[src/rtl/l2_sram_pkg.sv]
// Shared constants and read-response type for the L2 data-array port controller.
// L2_SRAM_RSP_SKID_EN selects a 2-entry response buffer; otherwise it is a single register.
package l2_sram_pkg;

    localparam int L2_DATA_W  = 128;
    localparam int L2_ADDR_W  = 7;
    localparam int L2_WMASK_W = L2_DATA_W / 8;
    localparam int L2_ID_W    = 4;

`ifdef L2_SRAM_RSP_SKID_EN
    localparam int RSP_DEPTH = 2;
`else
    localparam int RSP_DEPTH = 1;
`endif

    typedef struct packed {
        logic [L2_DATA_W-1:0] rdata;
        logic [L2_ID_W-1:0]   id;
    } l2_rd_rsp_t;

endpackage

[src/rtl/l2_sram_rsp_fifo.sv]
// Small in-order response buffer (1 or 2 entries).
// Push and pop may coincide, even when full, because the pop frees the slot being refilled.
module l2_sram_rsp_fifo #(
    parameter int WIDTH = 132,
    parameter int DEPTH = 1
) (
    input  logic             clk,
    input  logic             rst_n,
    input  logic             i_push,
    input  logic [WIDTH-1:0] i_data,
    input  logic             i_pop,
    output logic [WIDTH-1:0] o_head,
    output logic [1:0]       o_occ
);

    logic [WIDTH-1:0] r_mem [2];
    logic             r_wr_ptr;
    logic             r_rd_ptr;
    logic [1:0]       r_occ;
    logic             w_wr_ptr_nxt;
    logic             w_rd_ptr_nxt;

    // With a single entry both pointers stay pinned to slot 0.
    assign w_wr_ptr_nxt = (DEPTH > 1) ? ~r_wr_ptr : 1'b0;
    assign w_rd_ptr_nxt = (DEPTH > 1) ? ~r_rd_ptr : 1'b0;

    always_ff @(posedge clk) begin
        if (!rst_n) begin
            r_wr_ptr <= 1'b0;
            r_rd_ptr <= 1'b0;
            r_occ    <= 2'd0;
        end else begin
            if (i_push) begin
                r_wr_ptr <= w_wr_ptr_nxt;
            end
            if (i_pop) begin
                r_rd_ptr <= w_rd_ptr_nxt;
            end
            r_occ <= r_occ + {1'b0, i_push} - {1'b0, i_pop};
        end
    end

    always_ff @(posedge clk) begin
        if (i_push) begin
            r_mem[r_wr_ptr] <= i_data;
        end
    end

    assign o_head = r_mem[r_rd_ptr];
    assign o_occ  = r_occ;

endmodule

[src/rtl/l2_sram_port_ctrl.sv]
// Drives a 0rw1r1w OpenRAM L2 data array from independent write/read request channels.
// L2_SRAM_RSP_SKID_EN (via l2_sram_pkg::RSP_DEPTH) sets response buffer depth 2, else 1.
module l2_sram_port_ctrl
    import l2_sram_pkg::*;
#(
    parameter int DATA_WIDTH = L2_DATA_W,
    parameter int ADDR_WIDTH = L2_ADDR_W,
    parameter int NUM_WMASKS = L2_WMASK_W,
    parameter int ID_WIDTH   = L2_ID_W
) (
    input  logic                  clk,
    input  logic                  rst_n,
    input  logic                  wr_valid,
    output logic                  wr_ready,
    input  logic [ADDR_WIDTH-1:0] wr_addr,
    input  logic [NUM_WMASKS-1:0] wr_wmask,
    input  logic [DATA_WIDTH-1:0] wr_wdata,
    input  logic                  rd_valid,
    output logic                  rd_ready,
    input  logic [ADDR_WIDTH-1:0] rd_addr,
    input  logic [ID_WIDTH-1:0]   rd_id,
    output logic                  rsp_valid,
    input  logic                  rsp_ready,
    output logic [DATA_WIDTH-1:0] rsp_rdata,
    output logic [ID_WIDTH-1:0]   rsp_id,
    output logic                  sram_csb0,
    output logic [ADDR_WIDTH-1:0] sram_addr0,
    output logic [NUM_WMASKS-1:0] sram_wmask0,
    output logic [DATA_WIDTH-1:0] sram_din0,
    output logic                  sram_csb1,
    output logic [ADDR_WIDTH-1:0] sram_addr1,
    input  logic [DATA_WIDTH-1:0] sram_dout1
);

    localparam int RSP_W = DATA_WIDTH + ID_WIDTH;

    logic                r_vld_p1;
    logic [ID_WIDTH-1:0] r_id_p1;
    logic                w_conflict;
    logic                w_pop;
    logic                w_rd_fire;
    logic [1:0]          w_occ;
    logic [2:0]          w_proj_occ;
    logic [RSP_W-1:0]    w_head;

    assign wr_ready    = rst_n;
    assign sram_csb0   = !(wr_valid && wr_ready);
    assign sram_addr0  = wr_addr;
    assign sram_wmask0 = wr_wmask;
    assign sram_din0   = wr_wdata;

    // The macro cannot read and write one word in the same cycle; the write wins.
    assign w_conflict = wr_valid && rd_valid && (wr_addr == rd_addr);
    assign w_pop      = rsp_valid && rsp_ready;

    // A read is accepted only if its response is guaranteed a buffer slot.
    assign w_proj_occ = {1'b0, w_occ} + {2'b00, r_vld_p1} - {2'b00, w_pop};
    assign rd_ready   = rst_n && !w_conflict && (w_proj_occ < 3'(RSP_DEPTH));
    assign w_rd_fire  = rd_valid && rd_ready;
    assign sram_csb1  = !w_rd_fire;
    assign sram_addr1 = rd_addr;

    // Stage p1: macro read in flight, sram_dout1 valid at the end of this cycle
    always_ff @(posedge clk) begin
        if (!rst_n) begin
            r_vld_p1 <= 1'b0;
        end else begin
            r_vld_p1 <= w_rd_fire;
        end
    end

    always_ff @(posedge clk) begin
        if (w_rd_fire) begin
            r_id_p1 <= rd_id;
        end
    end

    l2_sram_rsp_fifo #(
        .WIDTH (RSP_W),
        .DEPTH (RSP_DEPTH)
    ) u_rsp_fifo (
        .clk    (clk),
        .rst_n  (rst_n),
        .i_push (r_vld_p1),
        .i_data ({sram_dout1, r_id_p1}),
        .i_pop  (w_pop),
        .o_head (w_head),
        .o_occ  (w_occ)
    );

    assign rsp_valid = (w_occ != 2'd0);
    assign rsp_rdata = w_head[RSP_W-1 -: DATA_WIDTH];
    assign rsp_id    = w_head[ID_WIDTH-1:0];

endmodule
[config.mk]
export PLATFORM = sky130hd
export DESIGN_NAME = l2_sram_port_ctrl
export DESIGN_NICKNAME = d
export VERILOG_FILES = /design/src/rtl/l2_sram_pkg.sv /design/src/rtl/l2_sram_rsp_fifo.sv /design/src/rtl/l2_sram_port_ctrl.sv
export SDC_FILE = /design/constraint.sdc
export NUM_CORES = 1
export LEC_CHECK = 0
export ABC_CLOCK_PERIOD_IN_PS = 6780
export CAP_MARGIN = 20
export CORE_AREA = 2 2 232 234
export CTS_CLUSTER_DIAMETER = 120
export CTS_CLUSTER_SIZE = 14
export DETAILED_ROUTE_END_ITERATION = 7
export DIE_AREA = 0 0 234 236
export HOLD_SLACK_MARGIN = 0.06
export SLEW_MARGIN = 20
export SYNTH_ARGS = -nofsm -noshare
export SYNTH_HDL_FRONTEND = slang
export SYNTH_SLANG_ARGS = --single-unit
[constraint.sdc]
create_clock -name clk -period 6.78 [get_ports clk]
set_clock_uncertainty 0.05 [all_clocks]
set_input_delay 1.356 -clock clk [delete_from_list [all_inputs] [get_ports clk]]
set_output_delay 1.356 -clock clk [all_outputs]
set_load 0.005 [all_outputs]
# Word-level counts from Yosys, hierarchy flattened
# Memory sizes are Yosys's and may differ from the RTL's.
# Cells that the tools add are included.
# word_totals
reg_bits	7
mem_bits_rw	264
in_bits	295
output_inout_bits	295
elab_cells	23
memories	1
# mem_list
memory	depth	word_bits	rd	rd_clocked_by_memory_dff	wr	line_no	source
u_rsp_fifo.r_mem	2	132	1	0	1	l2_sram_rsp_fifo.sv:16	logic [WIDTH-1:0] r_mem [2];
# op_classes
add_sub_neg	4
order_cmp	1
eq_ne	1
mux	2
reduce_logical	11
# ops
cell	count
equality test 7 bit	1
logical AND 1 bit	7
adder 2 x 1 -> 3 bit	1
zero test 1 bit	3
< comparator 3 x 1 -> 1 bit, second input constant	1
subtractor 3 x 1 -> 3 bit	1
adder 2 x 1 -> 2 bit	1
2-to-1 mux 1 bit	2
nonzero test 2 bit	1
subtractor 2 x 1 -> 2 bit	1

# Logic depth before layout (Yosys ltp)
# Gate-level depths: netlist of run 1.
# logic_depth
ltp_word	7
depth_mapped	10
ltp_nobuf	10

# Modules after synthesis
# Synthesis of run 1 repeated with hierarchy kept, for this count alone.
# hier_totals
cells_unflattened	331
hier_area_um2	5620.4
# by_module_without_submodules
module	instances	cells_per_inst	area_per_inst_um2	seq_area_each_um2
l2_sram_rsp_fifo	1	141	4073.9	4003.8
l2_sram_port_ctrl	1	190	1546.5	140.1

# Least setup slack after synthesis of run 1
# Ideal clock, no wire load.
# synth_timing
path_kind	register -> output
from	register r_vld_p1
to	output sram_csb1
arrival_ns	4.585
t_required_ns	5.374
setup_slack_ns	0.789
stages_incl_launch_ff	6
n_path_buf	0
path_cell_list	dfxtp_1 -> ha_1 -> fa_1 -> nor2_1 -> nand4_1 -> a21o_1
# synth_via
elab_chain_len	6
# synth_rtl
element	line_no	source
start, declared	l2_sram_port_ctrl.sv:37	logic r_vld_p1;
start signal, assigned	l2_sram_port_ctrl.sv:68	r_vld_p1 <= w_rd_fire;
adder 2 x 1 -> 3 bit	l2_sram_port_ctrl.sv:57	assign w_proj_occ = {1'b0, w_occ} + {2'b00, r_vld_p1} - {2'b00, w_pop};
subtractor 3 x 1 -> 3 bit	l2_sram_port_ctrl.sv:57	
via w_proj_occ[1]	l2_sram_port_ctrl.sv:43	logic [2:0] w_proj_occ;
< comparator 3 x 1 -> 1 bit	l2_sram_port_ctrl.sv:58	assign rd_ready = rst_n && !w_conflict && (w_proj_occ < 3'(RSP_DEPTH));
logical AND 1 bit	l2_sram_port_ctrl.sv:58	
logical AND 1 bit	l2_sram_port_ctrl.sv:59	assign w_rd_fire = rd_valid && rd_ready;
zero test 1 bit	l2_sram_port_ctrl.sv:60	assign sram_csb1 = !w_rd_fire;
end, declared	l2_sram_port_ctrl.sv:30	output logic sram_csb1,
# The timed path passes the listed nets, and every way through them passes these cells.

# Worst setup path after layout of run 1
# layout_timing
from	input rsp_ready
to	output sram_csb1
# layout_via
elab_chain_len	6
# layout_rtl
element	line_no	source
start, declared	l2_sram_port_ctrl.sv:23	input logic rsp_ready,
logical AND 1 bit	l2_sram_port_ctrl.sv:54	assign w_pop = rsp_valid && rsp_ready;
subtractor 3 x 1 -> 3 bit	l2_sram_port_ctrl.sv:57	
via w_proj_occ[1]	l2_sram_port_ctrl.sv:43	
< comparator 3 x 1 -> 1 bit	l2_sram_port_ctrl.sv:58	
logical AND 1 bit	l2_sram_port_ctrl.sv:58	
logical AND 1 bit	l2_sram_port_ctrl.sv:59	
zero test 1 bit	l2_sram_port_ctrl.sv:60	
# The timed path passes the listed nets, and every way through them passes these cells.

==> results of run 1 <==
## layout make-up
cell class | instances | area (sq um)
tap | 696 | 870.8
timing repair buffer | 303 | 3028
fill | 5730 | 44210
multi-input combinational | 26 | 207.7
clock inverter | 15 | 162.7
inverter | 4 | 15.01
clock buffer | 17 | 425.4
sequential | 139 | 4148
## synth_stat cells, drive strengths merged
cell type	instances
ha	2
nor2	1
dfxtp	3
inv	4
edfxtp	136
a21o	1
a21oi	3
nand2	3
and2	3
nor4	2
nand3	1
xor2	8
buf	159
nand4	1
fa	1
## path summary, 6_finish.rpt
path | cells past startpoint | slack [ns] | to
max | 10 | 1.58 | sram_csb1
min | 0 | 0.37 | u_rsp_fifo.r_mem[0][2]$_DFFE_PP_
max reg2reg | 10 | 4.02 | r_id_p1[2]$_DFFE_PP_
min reg2reg | 0 | 0.37 | u_rsp_fifo.r_mem[0][2]$_DFFE_PP_
## worst max-delay path, stage by stage
cell	delay, ns
clkdlybuf4s50_1	0.39
and2_1	0.14
ha_1	0.26
inv_1	0.04
ha_1	0.19
fa_1	0.45
nor2_1	0.16
nand4_1	0.16
a21o_1	0.19
clkdlybuf4s50_1	0.46
## flip-flops by register name, summed over array words and instances, names as in the netlist
name / flops
r_id_p1: 4
r_vld_p1: 1
u_rsp_fifo.o_occ: 2
u_rsp_fifo.r_mem: 132
## logic make-up after synthesis
group | after synthesis
fa+ha+maj | 3
flops | 139
buf+inv | 163
compound gates | 4
xor+xnor | 8
simple gates | 11
## per-stage QoR
stage	util, %	total power, uW
floorplan	-	1659
global placement	15.58	2219
detailed placement	15.58	2229
CTS	16.69	3186
global route	16.69	3296
finish	16.69	3112
## routing by layer
layer | up-vias | GRT usage [%] | part of all wire, %
li1 | 1319 | - | -
met1 | 1397 | 5.036 | 22
met2 | 387 | 16.53 | 55
met3 | 84 | 5.875 | 17
met4 | 2 | 4.718 | 4.9
met5 | - | 0.2679 | 0.058
## power groups by stage
stage	Clock (uW)	Sequential [uW]	Combinational [uW]
after floorplan	0	1520	137
after global placement	0	1380	840
after detailed placement	0	1390	840
after CTS	973	1370	843
after global routing	1000	1390	902
final	931	1360	818
==> results.json, run 1 <==
{
  "status": "completed",
  "critPathRequiredTime_ns": 5.37,
  "p_int_uw": 2293,
  "overflow": 0,
  "insertion_delay_ns": 0.43,
  "setup_tns_ns": 0,
  "synth_area_sq_um": 5560,
  "min_path_type": "register to register",
  "clock.fmax_ghz": 0.1925,
  "place_hpwl_um": 20810,
  "ys_seq_area_share_pct": 74.53,
  "synth_compound_area_share_pct": 0.4050,
  "setup_slack_ns": 1.585,
  "fin_crit_sh_pct": 76.63,
  "cts_tree": "built",
  "postSynthAreaPerCell_sq_um": 16.95,
  "fp.coreArea_sq_um": 53070,
  "drt_iter0_drc": 71,
  "end_kind": "output pin",
  "placed_area_sq_um": 8269,
  "cp_max_fo": 3,
  "hold_ws_ns": 0.3698,
  "cap_violations": 0,
  "swShare_pct": 26.31,
  "cts_hold_buf": 0,
  "syn_nets": 626,
  "cts.sinks": 139,
  "cts_buffers": 17,
  "grt_usage_pct": 8.316,
  "tightest_slew_ns": 0.7814,
  "start_util_pct": 10.48,
  "mostFrequentLayoutCells": "clkdlybuf4s50_1 (301), edfxtp_1 (136), clkbuf_16 (17)",
  "num_antenna_cells": 0,
  "hold_violations": 0,
  "yosysUniqueCellTypes": 15,
  "power_density_nw_per_um2": 351.3,
  "synth_top_cell_by_area": "edfxtp_1",
  "fin_crit_ns": 5.195,
  "setup_viol": 0,
  "area_delta_synth_final_pct": 59.29,
  "power.share.sequential_pct": 43.8,
  "grt_first_pass_wirelength_um": 29820,
  "io_pins": 590,
  "die_x_um": 234,
  "path_clk_slew_ns": 0.06,
  "antenna_found_initial": 7,
  "ys_ff_latch": 139,
  "final_common_cell": "clkdlybuf4s50_1",
  "cts_setup_buffers": 0,
  "synth_top_family_by_area": "buffers and inverters",
  "synth_adder_area_share_pct": 0.8101,
  "drt_wl_total_um": 23990,
  "rows": 85,
  "cts_resized": 0,
  "nets": 789,
  "stdcell_area_sq_um": 8857,
  "min_from": "r_id_p1[2]$_DFFE_PP_",
  "place.gp.congestion": 0.6908,
  "synth_top_area_share_pct": 73.45,
  "timing.slew.headroom_pct": 47.91,
  "instances_no_fill": 1200,
  "postRouteAntennaNets": 0,
  "syn_inst": 328,
  "synth_xor_area_share_pct": 1.260,
  "htree_levels": 4,
  "p_sw_uw": 818.7,
  "die_h_um": 236,
  "cp_data_arrival_time_ns": 3.79,
  "wl_per_cell_um": 19.99,
  "cp-startpoint": "rsp_ready",
  "rsz0062_at_grt": "no",
  "vias": 3189,
  "synth_area_leaders": "edfxtp_1 (73%), buf_4 (21%), xor2_1 (1.3%)",
  "grt_max_degree": 65,
  "dieArea_sq_um": 55220,
  "firstDrtPassIters": 4,
  "ir_drop_mv": 0.1363,
  "layout-drive-gt1-share_pct": 7.143,
  "io_buffers": 301,
  "yosys_warnings": 0,
  "detailedPlace.worstSlack_ns": 1.576,
  "critPathLaunchType": "input port",
  "vias_per_cell": 2.658,
  "first_global_vias": 3325,
  "critPathKind": "input port to output pin",
  "dp_cells": 1168,
  "root_buffer": "clkbuf_16",
  "p_leak_uw": 0.002849,
  "clock_path_buffers": 2,
  "clkPwrFrac_pct": 29.9,
  "synth-simple-area-share_pct": 1.260,
  "power_frac_comb_pct": 26.3,
  "r2r_start": "u_rsp_fifo.o_occ[1]$_SDFF_PN0_",
  "drc": 0,
  "drv_slew": 0,
  "synth_mux_area_share_pct": 0
}
Power figures use the tool's default switching activity.
==> run 2, diff against run 1 <==
ABC_CLOCK_PERIOD_IN_PS = 5300   (was 6780)
clock period = 5.3 ns   (was 6.78 ns; I/O delays follow)
==> results.json, run 2 (synthesized netlist as in run 1, its figures left out) <==
{
  "crit_chain": "clkdlybuf4s50_1 > and2_1 > ha_1 > inv_1 > ha_1 > fa_1 > nor2_1 > nand4_1 > a21o_1 > clkdlybuf4s50_1",
  "largest_reg_flops": 132,
  "cp-startpoint": "rsp_ready",
  "fp.coreArea_sq_um": 53070,
  "dp_cells": 1168,
  "cts_hold_buf": 0,
  "slowest_delay_ns": 0.46,
  "io_pins": 590,
  "first_global_vias": 3333,
  "root_buffer": "clkbuf_16",
  "critPathLaunchType": "input port",
  "drt_iter0_drc": 98,
  "path_clk_slew_ns": 0.07,
  "critPathRequiredTime_ns": 4.19,
  "hold_end": "u_rsp_fifo.r_mem[0][3]$_DFFE_PP_",
  "die_h_um": 236,
  "placed_area_sq_um": 8269,
  "die_x_um": 234,
  "rsz0062_at_grt": "no",
  "hold_violations": 0,
  "power_density_nw_per_um2": 451.6,
  "end_kind": "output pin",
  "cts_buffers": 17,
  "area_delta_synth_final_pct": 59.72,
  "grt_first_pass_wirelength_um": 27770,
  "io_buffers": 301,
  "instances_no_fill": 1200,
  "grt_usage_pct": 7.691,
  "min_path_type": "register to register",
  "rrSetupSlack_ns": 2.60,
  "clock_path_buffers": 2,
  "place_hpwl_um": 19600,
  "mostFrequentLayoutCells": "clkdlybuf4s50_1 (301), edfxtp_1 (136), clkbuf_16 (17)",
  "cap_violations": 0,
  "setup_viol": 0,
  "tightest_slew_ns": 0.8833,
  "vias": 3137,
  "clock.fmax_ghz": 0.2166,
  "drt_wl_total_um": 22490,
  "setup_tns_ns": 0,
  "cp_max_fo": 3,
  "stdcell_area_sq_um": 8881,
  "drv_slew": 0,
  "start_util_pct": 10.48,
  "place.gp.congestion": 0.7023,
  "cts_setup_buffers": 0,
  "htree_levels": 4,
  "cts_tree": "built",
  "status": "completed",
  "fin_crit_sh_pct": 87.12,
  "detailedPlace.worstSlack_ns": 0.6606,
  "postRouteAntennaNets": 0,
  "timing.slew.headroom_pct": 41.11,
  "overflow": 0,
  "cts_resized": 0,
  "r2r_start": "u_rsp_fifo.o_occ[1]$_SDFF_PN0_",
  "grt_max_degree": 70,
  "min_from": "r_id_p1[3]$_DFFE_PP_",
  "r2r_cells": 10,
  "ir_drop_mv": 0.1781,
  "final_common_cell": "clkdlybuf4s50_1",
  "worstHoldPathCells": 0,
  "dieArea_sq_um": 55220,
  "regMostFlops": "u_rsp_fifo.r_mem",
  "nets": 789,
  "cp_data_arrival_time_ns": 3.51,
  "cts.sinks": 139,
  "rows": 85,
  "setup_slack_ns": 0.6829,
  "firstDrtPassIters": 4,
  "drc": 0,
  "vias_per_cell": 2.614,
  "final_util_pct": 16.73,
  "critPathKind": "input port to output pin",
  "fin_crit_ns": 4.617,
  "wl_per_cell_um": 18.74,
  "insertion_delay_ns": 0.42,
  "reg2reg_to": "r_id_p1[1]$_DFFE_PP_",
  "num_antenna_cells": 0,
  "crit_slowest_cell": "fa_1",
  "p_leak_uw": 0.002862,
  "antenna_found_initial": 1,
  "layout-drive-gt1-share_pct": 7.143
}
-- run 2: worst max path at each step --
| stage | slack, ns | cells past startpoint | end |
|---|---|---|---|
| 2_1_floorplan | 1.10 | 5 | sram_csb1 |
| 3_3_place_gp | 0.73 | 10 | sram_csb1 |
| 3_5_place_dp | 0.66 | 10 | sram_csb1 |
| 4_1_cts | 0.66 | 10 | sram_csb1 |
| 5_1_grt | 0.55 | 10 | sram_csb1 |
| 6_report | 0.68 | 10 | sram_csb1 |
-- run 2: critical path: cells and delay by family --
family	cells	cell delay [ns]
adders and majority gates	3	0.91
buffers and inverters	3	0.88
AOI/OAI and AO/OA	1	0.20
and+or+nand+nor	3	0.46
-- run 2: layout make-up --
type | instances | area, sq um
Clock buffer | 18 | 429.2
Clock inverter | 14 | 182.7
Fill cell | 5735 | 44190
Inverter | 4 | 15.01
Multi-Input combinational cell | 26 | 207.7
Sequential cell | 139 | 4148
Tap cell | 696 | 870.8
Timing Repair Buffer | 303 | 3028
-- run 2: per-stage QoR --
step,hold slack (ns),power [uW]
after floorplan,0.3503,2093
after global placement,0.3509,2834
after detailed placement,0.3557,2854
after CTS,0.3728,4106
after global routing,0.3833,4238
final,0.3715,4011
-- run 2: where the power goes --
group | internal, uW | switching, uW
clock | 751 | 476
combinational | 598 | 453
sequential | 1640 | 96.3
-- run 2: per-layer routing --
metal / up-vias / routed length (um) / global-route usage, %
met5: - / 0 / 0.2679
li1: 1314 / - / -
met1: 1384 / 5253 / 4.906
met4: 0 / 1134 / 4.641
met2: 350 / 12190 / 14.90
met3: 89 / 3913 / 5.368
